**config.mk**
```make
export PLATFORM = sky130hd
export DESIGN_NAME = irq_controller
export DESIGN_NICKNAME = d
export VERILOG_FILES = /design/src/rtl/irqc_pkg.sv /design/src/rtl/irqc_prio_enc.sv /design/src/rtl/irq_controller.sv
export SDC_FILE = /design/constraint.sdc
export NUM_CORES = 1
export LEC_CHECK = 0
export ABC_AREA = 1
export CAP_MARGIN = 5
export CORE_MARGIN = 2
export CORE_UTILIZATION = 50
export CTS_BUF_LIST = sky130_fd_sc_hd__clkbuf_16
export DETAILED_ROUTE_END_ITERATION = 8
export GPL_TIMING_DRIVEN = 0
export PLACE_DENSITY = 0.81
export REMOVE_ABC_BUFFERS = 1
export SLEW_MARGIN = 5
export SYNTH_ARGS = -nofsm -noshare
export SYNTH_HDL_FRONTEND = slang
export SYNTH_SLANG_ARGS = --single-unit
export TNS_END_PERCENT = 50
```
**constraint.sdc**
```tcl
create_clock -name clk -period 1.6 [get_ports clk]
set_input_delay 0.48 -clock clk [delete_from_list [all_inputs] [get_ports clk]]
set_output_delay 0.48 -clock clk [all_outputs]
set_load 0.01 [all_outputs]
```
**src/rtl/irqc_pkg.sv**
```systemverilog
`default_nettype none
// ---------------------------------------------------------------------------
// irqc_pkg : shared constants and state type for the interrupt controller
// Rev 1.0
// ---------------------------------------------------------------------------
package irqc_pkg;

  localparam logic [1:0] ADDR_PENDING = 2'd0;
  localparam logic [1:0] ADDR_ENABLE  = 2'd1;
  localparam logic [1:0] ADDR_CLAIM   = 2'd2;
  localparam logic [1:0] ADDR_TRIG    = 2'd3;

  localparam int CLAIM_VALID_BIT = 15;

  typedef enum logic [1:0] {
    IDLE       = 2'd0,
    ASSERT     = 2'd1,
    IN_SERVICE = 2'd2
  } irqc_state_t;

endpackage
`default_nettype wire

```
**src/rtl/irqc_prio_enc.sv**
```systemverilog
`default_nettype none
// ---------------------------------------------------------------------------
// irqc_prio_enc : fixed-priority encoder, lowest set index wins
// Rev 1.0
// ---------------------------------------------------------------------------
module irqc_prio_enc #(
  parameter int NUM_SRC = 8
) (
  input  logic [NUM_SRC-1:0] vec,
  output logic               any,
  output logic [3:0]         id
);

  // Scan from the top down so the last hit is the lowest index.
  always_comb begin
    any = 1'b0;
    id  = 4'd0;
    for (int i = NUM_SRC - 1; i >= 0; i--) begin
      if (vec[i]) begin
        any = 1'b1;
        id  = 4'(i);
      end
    end
  end

endmodule
`default_nettype wire

```
**src/rtl/irq_controller.sv**
```systemverilog
`default_nettype none
// ---------------------------------------------------------------------------
// irq_controller : pending/enable/trigger registers, priority and claim/EOI
// Rev 1.0
// ---------------------------------------------------------------------------
module irq_controller
  import irqc_pkg::*;
#(
  parameter int NUM_SRC = 8
) (
  input  logic               clk,
  input  logic               reset_n,
  input  logic [1:0]         addr,
  input  logic [15:0]        write_data,
  input  logic               write_en,
  input  logic               read_en,
  input  logic               chipselect,
  output logic [15:0]        read_data,
  input  logic [NUM_SRC-1:0] irq_src,
  output logic               irq
);

  irqc_state_t        state;
  logic [NUM_SRC-1:0] src_q;
  logic [NUM_SRC-1:0] pend_edge;
  logic [NUM_SRC-1:0] enable;
  logic [NUM_SRC-1:0] trig;
  logic [3:0]         in_service_id;

  logic               rd_acc;
  logic               wr_acc;
  logic [NUM_SRC-1:0] edge_ev;
  logic [NUM_SRC-1:0] pending;
  logic [NUM_SRC-1:0] active;
  logic [NUM_SRC-1:0] w1c;
  logic [NUM_SRC-1:0] claim_clr;
  logic [NUM_SRC-1:0] pend_next;
  logic               win_any;
  logic [3:0]         win_id;
  logic               claim_ok;
  logic               eoi_ok;
  logic [15:0]        claim_word;
  logic [15:0]        rd_mux;
  logic               unused_wd;

  // Upper write_data bits only matter for wide configurations.
  assign unused_wd = ^write_data;

  assign rd_acc  = chipselect & read_en;
  assign wr_acc  = chipselect & write_en;
  assign edge_ev = irq_src & ~src_q;

  // Level sources mirror the synchronised line; edge sources use the latch.
  assign pending = (pend_edge & trig) | (src_q & ~trig);
  assign active  = pending & enable;

  irqc_prio_enc #(.NUM_SRC(NUM_SRC)) u_prio (
    .vec (active),
    .any (win_any),
    .id  (win_id)
  );

  assign claim_ok  = rd_acc && (addr == ADDR_CLAIM) && (state == ASSERT) && win_any;
  assign eoi_ok    = wr_acc && (addr == ADDR_CLAIM) && (write_data[3:0] == in_service_id);
  assign w1c       = (wr_acc && (addr == ADDR_PENDING)) ? write_data[NUM_SRC-1:0] : '0;
  assign claim_clr = claim_ok ? (NUM_SRC'(1) << win_id) : '0;
  // A new edge in the same cycle as a clear keeps the bit set.
  assign pend_next = ((pend_edge & ~(w1c | claim_clr)) | edge_ev) & trig;

  always_comb begin
    claim_word                  = 16'h0000;
    claim_word[CLAIM_VALID_BIT] = 1'b1;
    claim_word[3:0]             = win_id;
  end

  always_comb begin
    rd_mux = 16'h0000;
    case (addr)
      ADDR_PENDING: rd_mux = 16'(pending);
      ADDR_ENABLE:  rd_mux = 16'(enable);
      ADDR_CLAIM:   rd_mux = claim_ok ? claim_word : 16'h0000;
      ADDR_TRIG:    rd_mux = 16'(trig);
      default:      rd_mux = 16'h0000;
    endcase
  end

  always_ff @(posedge clk or negedge reset_n) begin
    if (!reset_n) begin
      state         <= IDLE;
      irq           <= 1'b0;
      in_service_id <= 4'd0;
      read_data     <= 16'h0000;
      src_q         <= '0;
      pend_edge     <= '0;
      enable        <= '0;
      trig          <= '0;
    end else begin
      src_q     <= irq_src;
      pend_edge <= pend_next;

      if (wr_acc && (addr == ADDR_ENABLE)) enable <= write_data[NUM_SRC-1:0];
      if (wr_acc && (addr == ADDR_TRIG))   trig   <= write_data[NUM_SRC-1:0];
      if (rd_acc)                          read_data <= rd_mux;

      case (state)
        IDLE: begin
          if (win_any) begin
            state <= ASSERT;
            irq   <= 1'b1;
          end
        end
        ASSERT: begin
          if (claim_ok) begin
            state         <= IN_SERVICE;
            in_service_id <= win_id;
            irq           <= 1'b0;
          end else if (!win_any) begin
            state <= IDLE;
            irq   <= 1'b0;
          end
        end
        IN_SERVICE: begin
          if (eoi_ok) state <= IDLE;
        end
        default: begin
          state <= IDLE;
          irq   <= 1'b0;
        end
      endcase
    end
  end

endmodule
`default_nettype wire

```
* After elaboration in Yosys (flattened, before gate mapping)
Index checks and enable logic that the tools add are counted.
Word-level totals: flip-flop bits (word level) 55, output and inout bits 17, word-level logic and storage cells 75
Cells by class: equality and inequality tests 9, shift operators 1, muxes and demuxes 29, bitwise gates (word level) 15, reductions and logical operators 13
Operator list (count):
- $pmux W16 S4 | 1
- $and A8 B8 Y8 | 6
- $mux W3 | 8
- $not A8 Y8 | 3
- $or A8 B8 Y8 | 3
- $mux W16 | 1
- $mux W8 | 2
- $mux W1 | 11
- $logic_and A1 B1 Y1 | 8
- $mux W2 | 4
- $shl A1 B4 Y8 const A | 1
- $eq A2 B2 Y1 const B | 3
- $pmux W2 S3 | 1
- $reduce_and A3 Y1 | 2
- $eq A2 B1 Y1 const B | 2
- $eq A4 B4 Y1 | 1
- $logic_not A2 Y1 | 2
- $ne A2 B2 Y1 const B | 2
- $ne A3 B3 Y1 const B | 1
- $pmux W1 S3 | 1
- $and A1 B1 Y1 | 2
- $reduce_and A2 Y1 | 1
- $not A1 Y1 | 1

* Longest topological paths before layout
word-level depth 19, gate-level depth with buffers 14, depth with buffers taken out 14

* Modules after synthesis
From an unflattened synthesis, not the netlist that was laid out.
Second synthesis, totals: cells, all modules 337, area total of the unflattened synthesis 2492.4 um^2
Modules (own cells, without submodules):
- irq_controller | instances 1, cells an instance 313, area an instance 2382.3 um^2
- irqc_prio_enc | instances 1, cells an instance 24, area an instance 110.1 um^2

* Worst setup path before layout
OpenSTA, ideal clock, no wires.
path kind reg-to-reg, start register trig[0], end register read_data[1], arrival 1304 ps, data required time 1484 ps, setup slack 180 ps, stages on the path, launching flop included 13, cells stage by stage dfrtp_1 > inv_2 > nand2_4 > nand3_4 > nand2_4 > nor2_8 > nand2_4 > nand2_4 > inv_2 > nand2_1 > o2111ai_1 > nand2_1 > nand2_1
Between the ends: cells in the longest elaborated chain, start to end 8
Ends and longest elaborated chain:
- from (decl) | line irq_controller.sv:27 | logic [NUM_SRC-1:0] trig;
- from (signal assigned) | line irq_controller.sv:102 | if (wr_acc && (addr == ADDR_TRIG)) trig <= write_data[NUM_SRC-1:0];
- $not A8 Y8 | line irq_controller.sv:54 | assign pending = (pend_edge & trig) | (src_q & ~trig);
- $and A8 B8 Y8 | line irq_controller.sv:54
- $or A8 B8 Y8 * | line irq_controller.sv:54
- $and A8 B8 Y8 * | line irq_controller.sv:55 | assign active = pending & enable;
- $mux W1 | line irqc_prio_enc.sv:19 | if (vec[i]) begin
- $logic_and A1 B1 Y1 | line irq_controller.sv:63 | assign claim_ok = rd_acc && (addr == ADDR_CLAIM) && (state == ASSERT) && win_any;
- $mux W16 * | line irq_controller.sv:81 | ADDR_CLAIM: rd_mux = claim_ok ? claim_word : 16'h0000;
- $pmux W16 S4 * | line irq_controller.sv:78 | case (addr)
- to (signal assigned) | line irq_controller.sv:103 | if (rd_acc) read_data <= rd_mux;
- to (decl) | line irq_controller.sv:18 | output logic [15:0] read_data,
Every way passes the cells marked *; elsewhere a longest branch is shown, timed or not. A chain may end at the register's enable or synchronous reset.

* Worst setup path after layout
start register trig[4], end register read_data[1]
Between the ends: cells in the longest elaborated chain, start to end 12
Ends and longest elaborated chain (line):
- $not A8 Y8 | irq_controller.sv:54
- $and A8 B8 Y8 | irq_controller.sv:54
- $or A8 B8 Y8 * | irq_controller.sv:54
- $and A8 B8 Y8 * | irq_controller.sv:55
- $mux W1 (5 in a row) | irqc_prio_enc.sv:19
- $logic_and A1 B1 Y1 | irq_controller.sv:63
- $mux W16 * | irq_controller.sv:81
- $pmux W16 S4 * | irq_controller.sv:78
Marked as above.

==> flow_summary.yaml <==
run_status:
  status: "complete, but fails checks"
  violations: "negative setup slack"
logic_synthesis:
  synthAdderAreaFrac_pct: 0
  ys_seq_area_share_pct: 47.2
  synth-edff-count: 0
  async_flop_share_pct: 100
  synth_cells: 303
  syn_avg_cell_area_um2: 8.23
  synth_cell_types: 30
  syn_area_um2: 2490
  synth_mux_area_share_pct: 0
  synth-compound-area-share_pct: 12.7
  synth_top_family_by_area: "simple AND/OR/NAND/NOR gates"
  synthSimpleGateAreaFrac_pct: 28.8
  yosysWarnings: 0
  synthFlopType: "dfrtp_1"
  synth-xor-area-share_pct: 0.351
  ys_ff_latch: 47
layout:
  layout_common_cells: "nand2_1, dfrtp_1, inv_1, nand2_2, o21ai_0"
  diodes: 0
  final_util_pct: 68.0
  final_cells: 423
  area_growth_pct: 29.6
  drive_gt1_share_pct: 26.1
  nFillCells: 365
  finish.instance_area_um2: 3230
  final_common_cell: "nand2_1"
  layout.nets: 386
floorplan:
  die_h_um: 74.6
  die_area_um2: 5570
  initial_core_util_pct: 52.4
  placementRows: 25
  core_um2: 4750
  ioPinCount: 48
  die_w_um: 74.6
sta:
  finalHoldViolCount: 0
  worst_clock_skew_ns: 0.00776
  period_needed_ns: 1.62
  whs_ns: 0.0579
  drv_slew: 0
  min_period_over_period_pct: 101
  rsz0062_at_grt: "yes"
  worst_slack_ns: -0.0158
  setup_viol: 1
  fmax_mhz: 619
worst_setup_path:
  cp_top_family: "simple AND/OR/NAND/NOR gates"
  slowest_delay_ns: 0.41
  arrival_ns: 1.79
  cp-start-kind: "flop"
  path_cells: "o21ai_2 -> nand2_2 -> nand2_2 -> inv_1 -> nand2_1 -> nand2_1 -> nand2_2 -> inv_4 -> nand2_2 -> o2111ai_2 -> nand2_1 -> nand2_1"
  cpMaxStageDelayCell: "dfrtp_1"
  path_buf_inv: 2
  critPathKind: "flop to flop"
  crit_required_ns: 1.77
  cp-end-kind: "flop"
  r2r_slack_ns: -0.02
  critPathMaxFanout: 5
power:
  power_density_nw_per_um2: 1170
  power.total_mw: 3.79
  p_leak_nw: 1.61
  ir_worst_vdd_mv: 0.581
clocking:
  clk_path_buf_depth: 2
  hold_buffers: 0
  cts_tree: "built"
  clock_latency_ns: 0.29
  h-tree-depth: 2
  numCtsBuffers: 5
  cts-root-buf: "clkbuf_16"
  clkTransAtPathRegs_ns: 0.06
  cts_sinks: 47
placed_design:
  gp_congestion: 0.828
  port_buffers: 32
  dpl_cell_area_um2: 2870
  dp_hpwl_um: 3900
  placed_cells: 400
global_routing:
  track_usage_pct: 23.1
  grt_max_degree: 39
  grt-ovfl-total: 0
  grt_pass1_vias: 1984
  antenna_found_initial: 0
  grt_pass1_wl_um: 9450
routing:
  drcViolationCount: 0
  via_count: 2226
  firstDrtPassIters: 5
  wl_um: 6260
  via_per_inst: 5.26
  ant_nets: 0
  wl_per_cell_um: 14.8
  drt_iter0_drc: 164
run:
  maxCapViolCount: 0
hold_path:
  min_path_type: "primary input to async pin"
-- cell usage after synthesis, types with 7 or more instances --
cell type | number | share of area [%]
o21ai_1 | 11 | 2.2
inv_2 | 9 | 1.4
nand3_1 | 13 | 2.6
buf_4 | 8 | 2.4
o21ai_0 | 18 | 3.6
nand2_1 | 85 | 13
nor2_1 | 9 | 1.4
a21oi_1 | 11 | 2.2
dfrtp_1 | 47 | 47
inv_1 | 43 | 6.5
nand2_2 | 7 | 1.8
-- final cells by class --
cell class                 instances  area, um2  share of cell area [%]
tap                               67       83.8                    2.59
clock buffer                       5        125                    3.87
timing repair buffer              48        428                    13.2
clock inverter                     3       11.3                   0.348
inverter                          53        211                    6.54
sequential                        47       1180                    36.4
multi-input combinational        200       1200                    37.0
-- worst paths after layout --
kind                                     startpoint                       end  depth (start not counted)
max                             trig[4]$_DFFE_PN0P_  read_data[1]$_DFFE_PN0P_                         12
min                                         reset_n        src_q[3]$_DFF_PN0_                          1
max reg2reg                     trig[4]$_DFFE_PN0P_  read_data[1]$_DFFE_PN0P_                         12
min reg2reg                read_data[2]$_DFFE_PN0P_  read_data[2]$_DFFE_PN0P_                          2
max in group asynchronous                   reset_n        src_q[4]$_DFF_PN0_                          2
min in group clk           read_data[2]$_DFFE_PN0P_  read_data[2]$_DFFE_PN0P_                          2
-- state kept, by name (all words and copies together), names as in the netlist --
| signal | count |
|---|---|
| src_q | 8 |
| state | 2 |
| enable | 8 |
| irq | 1 |
| in_service_id | 3 |
| pend_edge | 8 |
| read_data | 9 |
| trig | 8 |
-- where the power goes --
| group | internal (mW) | switching [mW] | total (mW) |
|---|---|---|---|
| Combinational | 0.483 | 0.756 | 1.24 |
| Sequential | 1.40 | 0.173 | 1.57 |
| Clock | 0.562 | 0.413 | 0.976 |
| Total | 2.45 | 1.34 | 3.79 |
-- kinds of logic after synthesis --
kind of cell / after synthesis
AO/OA/AOI/OAI: 54
buffers and inverters: 62
AND/OR/NAND/NOR: 138
other: 1
flip-flops: 47
XOR/XNOR: 1
-- what timing repair did --
item | CTS | global route
setup endpoints to repair | 44 | 12
resized for setup | 23 | 35
pin swaps | 8 | 26
setup buffers | 5 | 10
-- layer usage --
layer	global-route usage, %	vias up	part of all wire (%)
met5	0	-	0
met4	5.95	0	2.5
met2	40.7	72	51
met3	4.42	18	5.3
li1	-	1055	-
met1	29.2	1081	41
-- through the flow --
stage	setup slack, ns	TNS, ns
after floorplan	0.180	0
after global placement	-1.27	-82.13
after detailed placement	-0.897	-23.48
after CTS	-0.00557	-0.0111
after global routing	-0.136	-0.894
final	-0.0158	-0.0158
Note: power is estimated with default switching activity, not from simulation.
